<file path="src/rtl/ioctl_ram_uploader.sv">
// ioctl_ram_uploader: streams SDRAM words to the HPS over the ioctl upload
// handshake, reading through the wishbone port with a 2-word prefetch buffer.
module ioctl_ram_uploader #(
  parameter int ADDR_W = 24
) (
  input  logic              clk_sys,
  input  logic              reset,
  input  logic              ioctl_upload,
  input  logic [ADDR_W-1:0] ioctl_addr,
  input  logic              ioctl_rd,
  output logic [31:0]       ioctl_din,
  output logic              ioctl_wait,
  output logic              rd_err,
  output logic              wb_cyc,
  output logic              wb_stb,
  output logic              wb_we,
  output logic [3:0]        wb_sel,
  output logic [2:0]        wb_cti,
  output logic [25:0]       wb_adr,
  input  logic [31:0]       wb_dat_i,
  input  logic              wb_ack,
  output logic              active
);

  typedef enum logic [1:0] {IDLE, FETCH, GAP, DRAIN} state_t;

  state_t            state, state_n;
  logic              up_p0, up_p1;
  logic              pend, pend_n;
  logic [ADDR_W-3:0] wptr, wptr_n;
  logic [31:0]       buf0, buf0_n, buf1, buf1_n;
  logic [1:0]        cnt, cnt_n;
  logic              rd_err_n;
  logic              live, rise, push, pop, err_set, flush, start;
  logic              addr_lo_unused;

  // Word pointer to a wishbone byte address, zero-extended to the bus width.
  function automatic logic [25:0] word_to_wb_adr(input logic [ADDR_W-3:0] w);
    logic [ADDR_W-1:0] b;
    b = {w, 2'b00};
    return 26'(b);
  endfunction

  // Fetches are always word aligned, so the byte offset is dropped.
  assign addr_lo_unused = ^ioctl_addr[1:0];

  assign wb_we     = 1'b0;
  assign wb_sel    = 4'hF;
  assign wb_cti    = 3'b000;
  assign ioctl_din = buf0;

  // Next-state, pointer and prefetch-buffer update for this cycle.
  always_comb begin
    state_n  = state;
    pend_n   = pend;
    wptr_n   = wptr;
    buf0_n   = buf0;
    buf1_n   = buf1;
    cnt_n    = cnt;
    push     = 1'b0;
    flush    = 1'b0;
    start    = 1'b0;
    live     = up_p0;
    rise     = up_p0 & ~up_p1;
    pop      = ioctl_rd & (cnt != 2'd0);
    err_set  = ioctl_rd & (cnt == 2'd0);

    case (state)
      IDLE: begin
        pend_n = 1'b0;
        if (up_p0 && (rise || pend)) begin
          start   = 1'b1;
          wptr_n  = ioctl_addr[ADDR_W-1:2];
          state_n = FETCH;
        end
      end
      FETCH: begin
        if (!live) begin
          // Session gone: finish the bus cycle but never keep its data.
          flush   = 1'b1;
          state_n = wb_ack ? IDLE : DRAIN;
        end else if (wb_ack) begin
          push    = 1'b1;
          wptr_n  = wptr + {{(ADDR_W-3){1'b0}}, 1'b1};
          state_n = GAP;
        end
      end
      GAP: begin
        if (!live) begin
          flush   = 1'b1;
          state_n = IDLE;
        end else if ((cnt != 2'd2) || pop) begin
          state_n = FETCH;
        end
      end
      DRAIN: begin
        flush = 1'b1;
        if (rise) pend_n = 1'b1;
        if (wb_ack) state_n = IDLE;
      end
      default: state_n = IDLE;
    endcase

    if (start || flush) begin
      cnt_n = 2'd0;
    end else begin
      case ({push, pop})
        2'b10: begin
          if (cnt == 2'd0) buf0_n = wb_dat_i;
          else             buf1_n = wb_dat_i;
          cnt_n = cnt + 2'd1;
        end
        2'b01: begin
          buf0_n = buf1;
          cnt_n  = cnt - 2'd1;
        end
        2'b11: begin
          if (cnt == 2'd1) begin
            buf0_n = wb_dat_i;
          end else begin
            buf0_n = buf1;
            buf1_n = wb_dat_i;
          end
        end
        default: ;
      endcase
    end

    rd_err_n = start ? 1'b0 : (rd_err | err_set);
  end

  // --- stage p0/p1: upload edge detect; registered control and outputs ---
  // Control state and all registered outputs.
  always_ff @(posedge clk_sys) begin
    if (reset) begin
      state      <= IDLE;
      pend       <= 1'b0;
      up_p0      <= 1'b0;
      up_p1      <= 1'b0;
      wptr       <= '0;
      cnt        <= 2'd0;
      buf0       <= 32'd0;
      rd_err     <= 1'b0;
      ioctl_wait <= 1'b0;
      active     <= 1'b0;
      wb_stb     <= 1'b0;
      wb_cyc     <= 1'b0;
      wb_adr     <= 26'd0;
    end else begin
      state      <= state_n;
      pend       <= pend_n;
      up_p0      <= ioctl_upload;
      up_p1      <= up_p0;
      wptr       <= wptr_n;
      cnt        <= cnt_n;
      buf0       <= buf0_n;
      rd_err     <= rd_err_n;
      ioctl_wait <= ioctl_upload & (cnt_n == 2'd0);
      active     <= (state_n != IDLE);
      wb_stb     <= (state_n == FETCH) || (state_n == DRAIN);
      wb_cyc     <= (state_n == FETCH) || (state_n == DRAIN);
      wb_adr     <= word_to_wb_adr(wptr_n);
    end
  end

  // Second prefetch slot; pure data, only meaningful while cnt says so.
  always_ff @(posedge clk_sys) begin
    buf1 <= buf1_n;
  end

endmodule

</file>
<file path="config.mk">
export PLATFORM = sky130hd
export DESIGN_NAME = ioctl_ram_uploader
export DESIGN_NICKNAME = d
export VERILOG_FILES = /design/src/rtl/ioctl_ram_uploader.sv
export SDC_FILE = /design/constraint.sdc
export NUM_CORES = 1
export LEC_CHECK = 0
export CAP_MARGIN = 20
export CORE_MARGIN = 4
export CORE_UTILIZATION = 49
export DETAILED_ROUTE_END_ITERATION = 8
export PLACE_DENSITY = 0.81
export SYNTH_ARGS = -nofsm -noshare
export SYNTH_HDL_FRONTEND = slang
export SYNTH_SLANG_ARGS = --single-unit
</file>
<file path="constraint.sdc">
create_clock -name clk_sys -period 3.5 [get_ports clk_sys]
set_clock_uncertainty 0.15 [all_clocks]
set_input_delay 0.7 -clock clk_sys [delete_from_list [all_inputs] [get_ports clk_sys]]
set_output_delay 0.7 -clock clk_sys [all_outputs]
set_load 0.05 [all_outputs]
</file>
==> results of run 1 <==
logic make-up after synthesis:
family                     after synthesis  share of synthesized area [%]
muxes                                    3                          0.730
other                                    2                          0.156
buffers and inverters                   66                           7.74
and+or+nand+nor                        155                           16.2
AOI/OAI and AO/OA                      146                           24.9
DFF                                     97                           47.1
adders and majority gates               12                           3.13
power by group:
group          leakage [nW]  switching, mW  internal [mW]
logic                  1.15          0.765          0.412
registers             0.817          0.108           1.27
clock network        0.0901          0.416          0.272
path summary, 6_finish.rpt:
path / from / endpoint / slack [ps]
min reg2reg: pend / pend / 370
min: pend / pend / 370
max reg2reg: state[0] / ioctl_din[11] / 610
max: state[0] / ioctl_din[11] / 610
per-layer routing:
layer / GRT usage, % / part of all wire [%] / up-vias
met4: 7.40 / 1.8 / 0
met2: 34.2 / 47 / 201
met3: 3.97 / 8.2 / 26
li1: - / - / 1959
met5: 0 / 0 / -
met1: 27.8 / 43 / 1999
critical path, stage by stage (launching register included):
cell and delay [ps]:
dfxtp_1 460, ha_1 670, nand3_1 260, inv_1 150, ha_1 200, a21oi_1 100, nor2_2 80, buf_4 340
a22oi_1 150, a211oi_2 250
registers in the layout (all words and copies together) (netlist names):
signal,count
buf1,32
ioctl_din,32
wptr,22
cnt,2
state,2
active,1
ioctl_wait,1
live,1
pend,1
rd_err,1
up_p1,1
wb_stb,1
through the flow:
step | std cells | util (%) | power (mW)
finish | 714 | 65.4 | 3.25
detailed placement | 698 | 63.4 | 2.57
global route | 714 | 65.4 | 3.41
floorplan | 491 | - | 2.22
CTS | 714 | 65.4 | 3.25
global placement | 698 | 63.4 | 2.54
cells in the final DEF (no fill, tap or decap), types with 3 or more instances in the layout:
cell type	synthesis	routed
edfxtp_1	32	32
and3_1	6	6
a22oi_1	34	34
clkbuf_8	0	9
a31oi_1	5	5
nand3_1	14	14
conb_1	2	12
o21ai_0	12	12
o2bb2ai_1	3	3
or3_1	4	4
a211oi_1	7	7
nand4_1	8	8
ha_1	12	12
clkdlybuf4s50_1	0	116
nand3b_1	3	3
dfxtp_1	65	65
buf_4	16	8
a21oi_1	22	22
nor2_1	56	55
nor2b_1	6	6
nor3_1	6	6
o32ai_1	5	5
o211ai_1	5	5
nand2_1	32	32
inv_1	17	17
and4_1	5	5
a211oi_2	32	32
cell usage after synthesis (7+ instances only):
library cell / number / area share (%)
nor2_1: 56 / 4.4
nand3_1: 14 / 1.5
a22oi_1: 34 / 5.3
dfxtp_1: 65 / 27
o21ai_0: 12 / 1.3
a21oi_1: 22 / 2.3
buf_2: 9 / 0.94
clkbuf_1: 12 / 0.94
inv_1: 17 / 1.3
ha_1: 12 / 3.1
nand4_1: 8 / 1.0
edfxtp_1: 32 / 20
buf_4: 16 / 2.5
a211oi_2: 32 / 8.3
a211oi_1: 7 / 1.1
buf_6: 7 / 1.6
nand2_1: 32 / 2.5
cell type report:
| class | instances | area (µm²) |
|---|---|---|
| tap | 129 | 161 |
| fill | 755 | 3240 |
| inverter | 18 | 67.6 |
| multi-input combinational | 328 | 2210 |
| sequential | 97 | 2260 |
| clock inverter | 7 | 60.1 |
| timing repair buffer | 126 | 1250 |
| clock buffer | 9 | 124 |
==> metrics.md, run 1 <==
| Metric | Value |
|---|---|
| Status | finished clean |
| Syn_area_per_cell | between 9 and 10 µm² |
| Post-route ant nets | 0 |
| Ports | 132 |
| Fin Setup TNS | 0 ps |
| Max cap viols | 0 |
| Number of enable flip-flop cells after synthesis | 32 |
| Synth Cell Area | around 4800 µm² |
| Die span in y | 107 µm |
| Pins over their slew limit | 0 |
| Yosys cell types | 58 |
| Main synth FF type | dfxtp_1 |
| Worst-path fanout max | 32 |
| Root Driver | clkbuf_8 |
| CP startpoint kind | flop |
| Pwr per Cell Area | around 530 nW/µm² |
| Worst vdd rail ir drop | between 200 and 300 µV |
| RePlAce Congestion | ~0.84 |
| Worst R2R Path Depth | 9 |
| Initial core utilization | 51.2% |
| DR pass1 iterations | 5 |
| Fmax | roughly 350 MHz |
| Routed vias/inst | just under 6 |
| CP required | 3630 ps |
| Clock Sinks | a little under 100 |
| Final Hold Viols | 0 |
| Hold Crit Class | flop to flop |
| Dpl hpwl | roughly 8400 µm |
| Mapped Cells | 481 |
| Die Wd | approximately 110 µm |
| Total Die Area | between 10000 and 15000 µm² |
| Diodes inserted | 0 |
| Synthesis Warnings | 0 |
| Gr usage total | between 20% and 30% |
| Unrepaired setup endpoints after global routing | false |
| Hold WS | approximately 370 ps |
| # DRC | 0 |
| Via count | between 4000 and 5000 |
| Final instance area | ~6100 µm² |
| Worst rel slew slack | 52.0% |
| Nets@finish | between 600 and 700 |
| Crit path time final | 2890 ps |
| Post-cts resize count | 0 |
| Clk buf depth | 2 |
| Hold buffers post-CTS | 0 |
| Fraction of registers with async set/reset | 0% |
| Clock latency on the worst-skew pair | around 360 ps |
| Total wire length | 12200 µm |
| Seq cells post-synth | just under 100 |
| Cell Area, Placed | ~5900 µm² |
| Post-CTS Setup Bufs | 0 |
| Core area | around 9400 µm² |
| Buffers added on ports | ~120 |
| Area Overhead vs Synth | 27.7% |
| Cts bufs inserted | 9 |
| CP arrival | a little over 3000 ps |
| Antenna violations before repair | 0 |
| Setup crit end kind | flop |
| Detailed Route Iter0 Violations | roughly 240 |
| Setup-failing EPs final | 0 |
| Pin count of the biggest net entering global routing | between 60 and 70 |
| Share of cells above drive strength 1 | 12.0% |
| TritonCTS clock tree | done |
| Crit Path Class | flop to flop |
| Gr ovfl total | 0 |
| Hold depth | 2 |
| Worst Max-Slew Pin Slew | slightly above 700 ps |
| Wirelength per Cell | around 17 µm |
| CTS H-tree lvls | 3 |
| Seq/Total Area, Yosys | 47.1% |
| Crit share post-route | between 80% and 90% |
| Pleak | roughly 2 nW |
| Wire length of the first global-routing pass | 19500 µm |
| CTS clk-pin slew, worst paths | around 100 ps |
| Worst slack at placement | roughly 400 ps |
| Row Count | 35 |
| Vias in the first global route | about 4000 |
| Setup ws final | between 600 and 700 ps |
Note: power is estimated with default switching activity, not from simulation.
==> run 2, diff against run 1 <==
Settings changed: CORE_UTILIZATION 49 to 44, PLACE_DENSITY 0.81 to 0.77.
Clock period 3.5 ns to 2.6 ns, I/O delays scaled along.
==> run 2 against run 1 <==
Effect of this change:
- clock-buffer cell count unchanged
- total power grew 36%
- first-iteration DRC count up 58%
- largest power group unchanged
- highest routed layer unchanged
==> metrics.md, run 2 (synthesis gave the netlist of run 1 again) <==
| Metric | Value |
|---|---|
| CTS H-tree lvls | 3 |
| Fin Setup TNS | 0 ps |
| Setup ws final | 202 ps |
| Pin count of the biggest net entering global routing | 41 |
| Post-route ant nets | 0 |
| Worst Max-Slew Pin Slew | between 600 and 700 ps |
| Worst vdd rail ir drop | around 340 µV |
| Worst rel slew slack | about three fifths |
| Root Driver | clkbuf_8 |
| Setup-failing EPs final | 0 |
| Vias in the first global route | 4021 |
| Core area | around 10000 µm² |
| R2r setup slk | ~320 ps |
| CTS clk-pin slew, worst paths | between 100 and 150 ps |
| RePlAce Congestion | approximately 0.85 |
| Crit Path Class | flop to primary output |
| Area Overhead vs Synth | 30.9% |
| Pins over their slew limit | 0 |
| Die Wd | about 110 µm |
| Share of cells above drive strength 1 | roughly 14% |
| Post-cts resize count | 0 |
| WP depth | 1 |
| Met3 Use GR | about 4.5% |
| Wirelength per Cell | 16.9 µm |
| Clk buf depth | 2 |
| Total wire length | ~12000 µm |
| Most common cell after layout, fill and taps aside | clkdlybuf4s50_1 |
| Pwr per Cell Area | just over 700 nW/µm² |
| GR peak layer | met2 |
| Hold Path Origin | pend |
| CP endpoint | wb_adr[13] |
| Final Hold Viols | 0 |
| Worst-path fanout max | 8 |
| CP arrival | ~1700 ps |
| Total Die Area | about 13000 µm² |
| Met2 usage | 30.1% |
| Detailed Route Iter0 Violations | 381 |
| Buffers added on ports | 117 |
| Post-CTS Setup Bufs | 0 |
| CP required | roughly 1900 ps |
| Clock Sinks | 97 |
| TritonCTS clock tree | done |
| Ports | between 100 and 150 |
| RR Startpoint | cnt[0] |
| Row Count | 37 |
| Fmax | roughly 420 MHz |
| Die span in y | ~110 µm |
| Status | finished clean |
| Slowest CP cell | clkdlybuf4s50_1 |
| Gr usage total | 19.3% |
| Critical path's top delay family | buffers and inverters |
| CP Launch Point | wptr[11] |
| Hold depth | 2 |
| GR Util met1 | between 20% and 30% |
| Layout Utilization | roughly 60% |
| Cts bufs inserted | 9 |
| Hold buffers post-CTS | 0 |
| Most frequent cells in the layout | clkdlybuf4s50_1 (116), dfxtp_1 (65), nor2_1 (55), a22oi_1 (34) |
| Initial core utilization | 45.9% |
| Via count | about 4200 |
| Diodes inserted | 0 |
| Tot Pwr | approximately 4.4 mW |
| # DRC | 0 |
| Worst R2R Path Depth | 10 |
| Crit path time final | 2400 ps |
| Gr ovfl total | 0 |
| Max cap viols | 0 |
| Final instance area | ~6300 µm² |
| Cell Area, Placed | 6100 µm² |
| Hold Crit Class | flop to flop |
| Setup crit end kind | primary output |
| Nets@finish | 666 |
| Critical path buffers and inverters | 1 |
| Worst slack at placement | 9.15 ps |
| Dpl hpwl | approximately 9000 µm |
| Wire length of the first global-routing pass | a little over 20000 µm |
| Pleak | 2.13 nW |
| Routed vias/inst | between 5 and 6 |
| Crit path cell chain | clkdlybuf4s50_1 |
| Unrepaired setup endpoints after global routing | false |
| CP startpoint kind | flop |
| Slowest cell delay on critical path | approximately 870 ps |
| Clock latency on the worst-skew pair | roughly 360 ps |
| Antenna violations before repair | 0 |
| Crit share post-route | between 90% and 100% |
| DR pass1 iterations | 5 |
| Reg-to-Reg End | ioctl_din[20] |
-- run 2: final cells by class --
| class | instances | area, µm² |
|---|---|---|
| clock inverter | 7 | 60.1 |
| multi-input combinational | 328 | 2210 |
| fill | 901 | 4180 |
| timing repair buffer | 139 | 1390 |
| inverter | 18 | 67.6 |
| tap | 136 | 170 |
| clock buffer | 9 | 124 |
| sequential | 97 | 2260 |
-- run 2: layer usage --
layer / up-vias / wire length, µm
met5: - / 0
met4: 0 / 143
met3: 14 / 1020
met2: 193 / 5700
met1: 1970 / 5550
li1: 1984 / -
-- run 2: metrics by stage --
step,hold WS (ps),std cells
floorplan,312,491
global placement,324,718
detailed placement,339,718
CTS,354,734
global route,410,734
finish,357,734
-- run 2: worst min path at each step --
stage | end | slack [ps]
6_report | pend | 360
5_1_grt | pend | 410
4_1_cts | pend | 350
3_5_place_dp | pend | 340
3_3_place_gp | pend | 320
2_1_floorplan | pend | 310
-- run 2: power breakdown --
part / internal (mW) / total [mW] / leakage [nW] / switching, mW
Clock: 0.367 / 0.937 / 0.0901 / 0.570
Sequential: 1.71 / 1.86 / 0.817 / 0.145
Combinational: 0.591 / 1.63 / 1.23 / 1.04
